**src/rtl/mem_access.sv**
```systemverilog
// Memory-access pipeline stage: issues loads/stores on a single-outstanding req/ack bus,
// stalls the pipeline while a request is open, and drives the MEM/WB register inputs.
module mem_access #(
    parameter int TIMEOUT    = 16,
    parameter int REG_ADDR_W = 5,
    parameter int ALU_OP_W   = 8
) (
    input  logic                  clk,
    input  logic                  rst,
    input  logic                  wrn_i,
    input  logic [REG_ADDR_W-1:0] wrAddr_i,
    input  logic [31:0]           result_i,
    input  logic [ALU_OP_W-1:0]   alu_op_i,
    input  logic [31:0]           mem_addr_i,
    input  logic [31:0]           mem_data_i,
    input  logic [31:0]           bus_rdata_i,
    input  logic                  bus_ack_i,
    output logic                  wrn_o,
    output logic [REG_ADDR_W-1:0] wrAddr_o,
    output logic [31:0]           result_o,
    output logic                  bus_req_o,
    output logic                  bus_we_o,
    output logic [31:0]           bus_addr_o,
    output logic [3:0]            bus_sel_o,
    output logic [31:0]           bus_wdata_o,
    output logic                  stallreq_o,
    output logic                  align_err_o,
    output logic                  bus_err_o,
    output logic [1:0]            dbg_state_o
);
    localparam logic [ALU_OP_W-1:0] ALU_OP_LB  = ALU_OP_W'('h20);
    localparam logic [ALU_OP_W-1:0] ALU_OP_LBU = ALU_OP_W'('h21);
    localparam logic [ALU_OP_W-1:0] ALU_OP_LH  = ALU_OP_W'('h22);
    localparam logic [ALU_OP_W-1:0] ALU_OP_LHU = ALU_OP_W'('h23);
    localparam logic [ALU_OP_W-1:0] ALU_OP_LW  = ALU_OP_W'('h24);
    localparam logic [ALU_OP_W-1:0] ALU_OP_SB  = ALU_OP_W'('h28);
    localparam logic [ALU_OP_W-1:0] ALU_OP_SH  = ALU_OP_W'('h29);
    localparam logic [ALU_OP_W-1:0] ALU_OP_SW  = ALU_OP_W'('h2a);
    // The first request cycle happens in IDLE, so WAIT aborts one count early.
    localparam logic [7:0] LIMIT = 8'(TIMEOUT - 2);

    typedef enum logic [1:0] {S_IDLE = 2'd0, S_WAIT = 2'd1, S_DONE = 2'd2} state_e;

    state_e      state_q, state_d;
    logic [7:0]  cnt_q, cnt_d;
    logic [31:0] rdata_q, rdata_d;
    logic        err_q, err_d;

    logic        is_byte, is_half, is_word, is_store, is_mem, is_signed;
    logic        misaligned, access;
    logic [1:0]  off;
    logic [3:0]  sel;
    logic [31:0] wdata, load_val;
    logic [7:0]  ld_byte;
    logic [15:0] ld_half;

    always_comb begin
        off        = mem_addr_i[1:0];
        is_byte    = (alu_op_i == ALU_OP_LB) || (alu_op_i == ALU_OP_LBU) || (alu_op_i == ALU_OP_SB);
        is_half    = (alu_op_i == ALU_OP_LH) || (alu_op_i == ALU_OP_LHU) || (alu_op_i == ALU_OP_SH);
        is_word    = (alu_op_i == ALU_OP_LW) || (alu_op_i == ALU_OP_SW);
        is_store   = (alu_op_i == ALU_OP_SB) || (alu_op_i == ALU_OP_SH) || (alu_op_i == ALU_OP_SW);
        is_signed  = (alu_op_i == ALU_OP_LB) || (alu_op_i == ALU_OP_LH);
        is_mem     = is_byte || is_half || is_word;
        misaligned = (is_half && off[0]) || (is_word && (off != 2'd0));
        access     = is_mem && !misaligned;

        sel   = 4'b0000;
        wdata = mem_data_i;
        if (is_byte) begin
            sel   = 4'b1000 >> off;
            wdata = {4{mem_data_i[7:0]}};
        end else if (is_half) begin
            sel   = off[1] ? 4'b0011 : 4'b1100;
            wdata = {2{mem_data_i[15:0]}};
        end else if (is_word) begin
            sel   = 4'b1111;
        end

        // Big-endian lanes: offset 0 lives in bits 31:24.
        case (off)
            2'd0:    ld_byte = rdata_q[31:24];
            2'd1:    ld_byte = rdata_q[23:16];
            2'd2:    ld_byte = rdata_q[15:8];
            default: ld_byte = rdata_q[7:0];
        endcase
        ld_half = off[1] ? rdata_q[15:0] : rdata_q[31:16];

        if (is_byte)      load_val = {{24{is_signed && ld_byte[7]}}, ld_byte};
        else if (is_half) load_val = {{16{is_signed && ld_half[15]}}, ld_half};
        else              load_val = rdata_q;
    end

    always_comb begin
        state_d = state_q;
        cnt_d   = cnt_q;
        rdata_d = rdata_q;
        err_d   = err_q;
        case (state_q)
            S_IDLE: begin
                cnt_d = 8'd0;
                err_d = 1'b0;
                if (access) begin
                    if (bus_ack_i) begin
                        rdata_d = bus_rdata_i;
                        state_d = S_DONE;
                    end else begin
                        state_d = S_WAIT;
                    end
                end
            end
            S_WAIT: begin
                if (bus_ack_i) begin
                    rdata_d = bus_rdata_i;
                    state_d = S_DONE;
                end else if (cnt_q == LIMIT) begin
                    err_d   = 1'b1;
                    state_d = S_DONE;
                end else begin
                    cnt_d = cnt_q + 8'd1;
                end
            end
            default: begin
                state_d = S_IDLE;
                cnt_d   = 8'd0;
                err_d   = 1'b0;
            end
        endcase
    end

    always_ff @(posedge clk) begin
        if (rst) begin
            state_q <= S_IDLE;
            cnt_q   <= 8'd0;
            rdata_q <= 32'd0;
            err_q   <= 1'b0;
        end else begin
            state_q <= state_d;
            cnt_q   <= cnt_d;
            rdata_q <= rdata_d;
            err_q   <= err_d;
        end
    end

    always_comb begin
        wrn_o       = 1'b0;
        wrAddr_o    = '0;
        result_o    = 32'd0;
        bus_req_o   = 1'b0;
        bus_we_o    = 1'b0;
        bus_sel_o   = 4'b0000;
        stallreq_o  = 1'b0;
        align_err_o = 1'b0;
        bus_err_o   = 1'b0;
        bus_addr_o  = {mem_addr_i[31:2], 2'b00};
        bus_wdata_o = wdata;
        dbg_state_o = state_q;
        if (!rst) begin
            wrAddr_o    = wrAddr_i;
            result_o    = result_i;
            align_err_o = is_mem && misaligned;
            case (state_q)
                S_IDLE: begin
                    if (!is_mem) begin
                        wrn_o = wrn_i;
                    end else if (access) begin
                        bus_req_o  = 1'b1;
                        bus_we_o   = is_store;
                        bus_sel_o  = sel;
                        stallreq_o = 1'b1;
                    end
                end
                S_WAIT: begin
                    bus_req_o  = 1'b1;
                    bus_we_o   = is_store;
                    bus_sel_o  = sel;
                    stallreq_o = 1'b1;
                end
                default: begin
                    if (err_q) begin
                        bus_err_o = 1'b1;
                    end else begin
                        wrn_o = wrn_i;
                        if (!is_store) result_o = load_val;
                    end
                end
            endcase
        end
    end
endmodule

```
**config.mk**
```make
export PLATFORM = sky130hd
export DESIGN_NAME = mem_access
export DESIGN_NICKNAME = d
export VERILOG_FILES = /design/src/rtl/mem_access.sv
export SDC_FILE = /design/constraint.sdc
export NUM_CORES = 1
export LEC_CHECK = 0
export ABC_AREA = 1
export CAP_MARGIN = 20
export CORE_MARGIN = 10
export CORE_UTILIZATION = 35
export DETAILED_ROUTE_END_ITERATION = 12
export PLACE_DENSITY = 0.86
export SLEW_MARGIN = 30
export SYNTH_ARGS = -nofsm -noshare
export SYNTH_HDL_FRONTEND = slang
export SYNTH_SLANG_ARGS = --single-unit
```
**constraint.sdc**
```tcl
create_clock -name clk -period 6.2 [get_ports clk]
set_clock_uncertainty 0.1 [all_clocks]
set_input_delay 1.55 -clock clk [delete_from_list [all_inputs] [get_ports clk]]
set_output_delay 1.55 -clock clk [all_outputs]
set_load 0.01 [all_outputs]
```
==> flow_summary.toml, run 1 <==
[sta]
clock.fmax_mhz = 167
finalHoldViolCount = 0
tightest_slew_ns = 0.750
finalCritPeriodShare_pct = 96.6
setup_violations = 0
period_minus_slack_ns = 5.99
rsz0062_at_grt = "false"
drv_slew = 0
tns_ns = 0
slew_headroom_pct = 49.9

[critical_path]
critPathSlowestCell = "clkdlybuf4s50_1"
r2r_cells = 5
cp_num_buf_inv = 4
r2r_start = "dbg_state_o[1]$_SDFFE_PP0P_"
critPathTopFamily = "buffers and inverters"
critPathMaxFanout = 16
cpPeakStageDelay_ns = 0.62
critical_path_required_ns = 4.55
critPathCaptureType = "primary output"
path_class = "in2out"
reg2reg_slack_ns = 4.01
r2r_end = "rdata_q[27]$_SDFFE_PP0P_"
arrival_ns = 4.34
start_kind = "primary input"
path_cells = "clkdlybuf4s50_1 > nand2_1 > nand3_1 > inv_1 > nor2_2 > nand2_1 > nor2_2 > buf_4 > nand3_1 > a21oi_1 > clkdlybuf4s50_1"

[layout]
final_area_mm2 = 0.00625
antenna_cells = 0
drive_gt1_share_pct = 8.98
area_growth_pct = 43.6
nNetsFinal = 1049

[global_route]
top_usage_layer = "met2"
grt_start_max_net_pins = 47
antenna_found_initial = 0
use_met3_pct = 4.57
grt_use_met2_pct = 33.5
grt_use_met1_pct = 20.6
grt_pass1_wl_mm = 27.0
gr-usage-all-layers_pct = 18.6
grt_pass1_vias = 5127
overflow = 0

[hold_path]
hold_end = "cnt_q[0]$_SDFFE_PP0P_"
hold_class = "reg2reg"
min_from = "cnt_q[0]$_SDFFE_PP0P_"
whs_path_depth = 2

[floorplanning]
initial_core_util_pct = 35.9
die_x_um = 131
coreArea_mm2 = 0.0121
ios = 258
rows = 40
dieArea_mm2 = 0.0173
die_y_um = 131

[logic_synthesis]
yosysWarningCount = 0
syn_inst = 766
post_synth.cell_area_avg_um2 = 5.68
post-synth-top-area-cell = "dfxtp_1"
synth_cell_type_count = 31
synth-edff-count = 0
yosysTopAreaCellShare_pct = 19.8
synth.area.top_cells = "dfxtp_1 (20%), nand2_1 (20%), nor2_1 (9.1%), a21oi_1 (8.4%), buf_4 (7.4%)"
synth.yosys.seq_area_share_pct = 19.8
synthFlopType = "dfxtp_1"
synth_area_mm2 = 0.00435
ys_ff_latch = 43
async_flop_share_pct = 0

[routing]
ant_nets = 0
drt-wirelength-per-cell_um = 15.9
drtPass1Iterations = 7
viasPerCell = 4.97
drt-total-wl_mm = 17.1
post-route-drc-count = 0
num_vias = 5322
drt_iter0_drc = 474

[clock_tree]
cts.hold.buffers_added = 0
cts-resized-gates = 0
cts.sinks = 43
htreeDepth = 2
cts_tree = "built"
cts_made_buffers = 5
worstSkewPairLatency_ns = 0.28
cts_root_buf = "clkbuf_16"
clock_path_buffers = 2
post_cts_buffers = 0
clkTransAtPathRegs_ns = 0.06

[placement]
portBuffers = 195
hpwl_mm = 14.1
gp_congestion = 0.968
placed_area_mm2 = 0.00608

[power]
leakage_nw = 2.73
power.density_mw_per_mm2 = 136
vdd_drop_max_mv = 0.108

[status]
status = "completed"

[run]
maxCapViolCount = 0
[worst min-delay path: cells and delay by family, from the launching register on]
family / cells / cell delay, ns
simple gates: 1 / 0.06
flops: 1 / 0.32
compound gates: 1 / 0.06
[state kept, by name, indices dropped and copies added, names as in the netlist]
register     cells
cnt_q            8
err_q            1
rdata_q         32
dbg_state_o      2
[cell usage in the layout, fill, tap and decap left out, types with 5 or more instances in the layout]
cell	count
inv_1	65
clkbuf_16	5
nor2_4	7
nor2_1	104
nand2_2	8
buf_4	13
nor2_2	9
o211ai_2	6
nand2_1	229
nand3_1	46
o21ai_0	44
clkdlybuf4s50_1	195
nor3_1	5
dfxtp_1	43
inv_2	10
a21oi_1	73
a21oi_2	5
nand3_2	11
[synthesized netlist by cell type, types with 4 or more instances]
cell      count
nand2_1     229
nor2_4        6
buf_4        43
nor3_1        5
buf_6         6
nand3_1      46
nand2_2       8
nand3_2      11
buf_2        14
nor2_1      105
xor2_1        4
inv_2        10
inv_1        65
a21oi_1      73
nand4_1       4
dfxtp_1      43
o21ai_0      44
o211ai_2      6
clkbuf_1     14
nor2_2        9
or2_2         4
a21oi_2       5
[cell families (layout without fill, tap and decap cells)]
family                   after synthesis  after routing  synth area share (%)
AO/OA/AOI/OAI                        132            132                  17.2
XOR/XNOR                               5              5                  1.01
adder cells (fa/ha/maj)                2              2                 0.575
buffers and inverters                155            290                  18.8
flip-flops                            43             43                  19.8
other                                  1              2                0.0862
AND/OR/NAND/NOR                      428            428                  42.5
[metrics by stage]
stage	utilization [%]	cells	power, mW	worst slack [ns]	hold WS [ns]
after global routing	51.6	1070	0.881	0.00350	0.420
after CTS	51.6	1070	0.850	0.246	0.393
after global placement	50.2	1063	0.558	0.299	0.374
after floorplan	-	767	0.430	1.68	0.363
after detailed placement	50.2	1063	0.560	0.246	0.384
final	51.6	1070	0.847	0.212	0.391
[final cells by class]
class	count	area, um^2
Sequential cell	43	861
Multi-Input combinational cell	569	2680
Clock inverter	2	37.5
Timing Repair Buffer	208	2050
Inverter	75	282
Fill cell	1236	5860
Tap cell	168	210
Clock buffer	5	125
[routing by layer]
| metal | wire length, um | vias up |
|---|---|---|
| met5 | 0 | - |
| li1 | - | 2641 |
| met2 | 8440 | 266 |
| met1 | 6760 | 2360 |
| met4 | 583 | 0 |
| met3 | 1280 | 55 |
[power breakdown]
part / internal (mW) / total (mW) / leakage [nW] / switching [mW]
Combinational: 0.142 / 0.264 / 2.31 / 0.122
Sequential: 0.282 / 0.289 / 0.347 / 0.00723
Clock: 0.188 / 0.293 / 0.0759 / 0.105
[how the worst max path moves through the flow]
stage               slack [ns]            to  cells past startpoint         from
finish                    0.21  result_o[18]                     11  alu_op_i[1]
floorplan                 1.68   result_o[3]                     11  alu_op_i[1]
global route             0.004  result_o[30]                     11  alu_op_i[1]
detailed placement        0.25  result_o[31]                     11  alu_op_i[2]
global placement          0.30  result_o[18]                     11  alu_op_i[2]
CTS                       0.25  result_o[31]                     11  alu_op_i[2]
(Power assumes the default switching activity.)
==> run 2, diff against run 1 <==
--- a/config.mk
+++ b/config.mk
@@ -10,6 +10,7 @@
 export CORE_MARGIN = 10
 export CORE_UTILIZATION = 35
 export DETAILED_ROUTE_END_ITERATION = 12
+export MAX_ROUTING_LAYER = met4
 export PLACE_DENSITY = 0.86
 export SLEW_MARGIN = 30
 export SYNTH_ARGS = -nofsm -noshare
==> run 2 against run 1 <==
Cell area is 0.14% higher. Core utilization is 0.072 points higher. Maximum frequency is 0.62% lower. Register-to-register slack worse by 0.03 ns. Sequential power hardly changed. First-iteration DRC count is 6.8% higher. Combinational power hardly changed. Worst setup slack worse by 0.038 ns. Critical endpoint is now result_o[31]. Largest cell class unchanged.
==> flow_summary.toml, run 2 (synthesis gave the netlist of run 1 again) <==
[status]
status = "completed"

[global_route]
gr-usage-all-layers_pct = 19.1
grt_pass1_wl_mm = 26.8
grt_pass1_vias = 5061
antenna_found_initial = 0
grt_start_max_net_pins = 45
overflow = 0

[critical_path]
r2r_end = "rdata_q[27]$_SDFFE_PP0P_"
cp-endpoint = "result_o[31]"
cpPeakStageDelay_ns = 0.62
start_kind = "primary input"
r2r_cells = 5
critPathCaptureType = "primary output"
critPathMaxFanout = 16
critical_path_required_ns = 4.55
reg2reg_slack_ns = 3.98
critPathSlowestCell = "clkdlybuf4s50_1"
path_class = "in2out"
critPathLaunch = "alu_op_i[1]"
r2r_start = "dbg_state_o[1]$_SDFFE_PP0P_"
arrival_ns = 4.38
path_cells = "clkdlybuf4s50_1 > nand2_1 > nand3_1 > inv_1 > nor2_2 > nand2_1 > nor2_2 > buf_4 > nand3_1 > a21oi_1 > clkdlybuf4s50_1"

[layout]
drive_gt1_share_pct = 9.08
nNetsFinal = 1049
regMostFlops = "rdata_q"
final_common_cell = "nand2_1"
layout_common_cells = "nand2_1 (229), clkdlybuf4s50_1 (195), nor2_1 (104)"
instances_no_fill = 1071
fillers = 1199
largest_reg_flops = 32
antenna_cells = 0
area_growth_pct = 43.8

[routing]
drtPass1Iterations = 6
drt_iter0_drc = 506
num_vias = 5399
drt-met1-wl_mm = 6.81
drt-total-wl_mm = 17.4
top_layer = "met4"
dr_wl_met2_mm = 8.54
route.met3.wl_mm = 1.36
viasPerCell = 5.04
post-route-drc-count = 0
drt-wirelength-per-cell_um = 16.2
ant_nets = 0

[power]
power.density_mw_per_mm2 = 138
vdd_drop_max_mv = 0.110
leakage_nw = 2.74

[sta]
tns_ns = 0
clock.fmax_mhz = 166
period_minus_slack_ns = 6.03
drv_slew = 0
tightest_slew_ns = 0.838
slew_headroom_pct = 44.0
rsz0062_at_grt = "false"
setup_violations = 0
finalHoldViolCount = 0
finalCritPeriodShare_pct = 97.2
whs_ns = 0.390

[hold_path]
hold_class = "reg2reg"
min_from = "cnt_q[0]$_SDFFE_PP0P_"

[floorplanning]
initial_core_util_pct = 35.9
rows = 40
ios = 258
die_y_um = 131
die_x_um = 131
coreArea_mm2 = 0.0121
dieArea_mm2 = 0.0173

[placement]
gp_congestion = 0.984
portBuffers = 195
hpwl_mm = 14.1
dp_cells = 1063

[clock_tree]
cts_root_buf = "clkbuf_16"
cts-resized-gates = 0
cts_tree = "built"
post_cts_buffers = 0
cts.hold.buffers_added = 0
cts_made_buffers = 5
worstSkewPairLatency_ns = 0.29
clkTransAtPathRegs_ns = 0.06
cts.sinks = 43
clock_path_buffers = 2
htreeDepth = 2

[run]
maxCapViolCount = 0
-- run 2: changes by cell type in the layout (fill, tap and decap cells not counted), sizes merged --
cell,previous run,this run
inv,75,76
-- run 2: per-layer routing --
layer | vias up | global-route usage [%]
li1 | 2653 | -
met1 | 2379 | 20.5
met2 | 305 | 33.0
met3 | 62 | 4.57
met4 | 0 | 8.03
met5 | - | -
-- run 2: cell type report --
type / count / area (um^2) / share of cell area [%]
multi-input combinational: 569 / 2680 / 42.9
timing repair buffer: 208 / 2050 / 32.8
sequential: 43 / 861 / 13.8
inverter: 75 / 282 / 4.50
tap: 168 / 210 / 3.36
clock buffer: 5 / 125 / 2.00
clock inverter: 3 / 46.3 / 0.740
-- run 2: worst min path at each step --
| stage | endpoint | slack [ns] | cells past startpoint |
|---|---|---|---|
| after global placement | cnt_q[0]$_SDFFE_PP0P_ | 0.38 | 2 |
| after CTS | cnt_q[0]$_SDFFE_PP0P_ | 0.39 | 2 |
| final | cnt_q[0]$_SDFFE_PP0P_ | 0.39 | 2 |
| after floorplan | cnt_q[0]$_SDFFE_PP0P_ | 0.36 | 2 |
| after detailed placement | cnt_q[0]$_SDFFE_PP0P_ | 0.39 | 2 |
| after global routing | cnt_q[0]$_SDFFE_PP0P_ | 0.42 | 2 |
-- run 2: worst max-delay path, delay by kind of cell --
family	cells	cell delay, ns
buffers and inverters	4	1.47
AND/OR/NAND/NOR	6	1.19
AO/OA/AOI/OAI	1	0.15
-- run 2: power breakdown --
part           total [mW]  leakage [nW]  internal [mW]  switching, mW
clock               0.308        0.0804          0.191          0.116
sequential          0.289         0.347          0.282        0.00728
combinational       0.266          2.31          0.142          0.123
total               0.863          2.74          0.616          0.247
-- run 2: per-stage QoR --
stage / setup WS [ns] / area (um^2) / utilization (%) / total power, mW
3_5_place_dp: 0.247 / 6080 / 50.2 / 0.560
6_report: 0.174 / 6260 / 51.7 / 0.863
4_1_cts: 0.232 / 6260 / 51.7 / 0.864
2_1_floorplan: 1.68 / 4350 / - / 0.430
3_3_place_gp: 0.271 / 6080 / 50.2 / 0.558
5_1_grt: 0.0372 / 6260 / 51.7 / 0.897
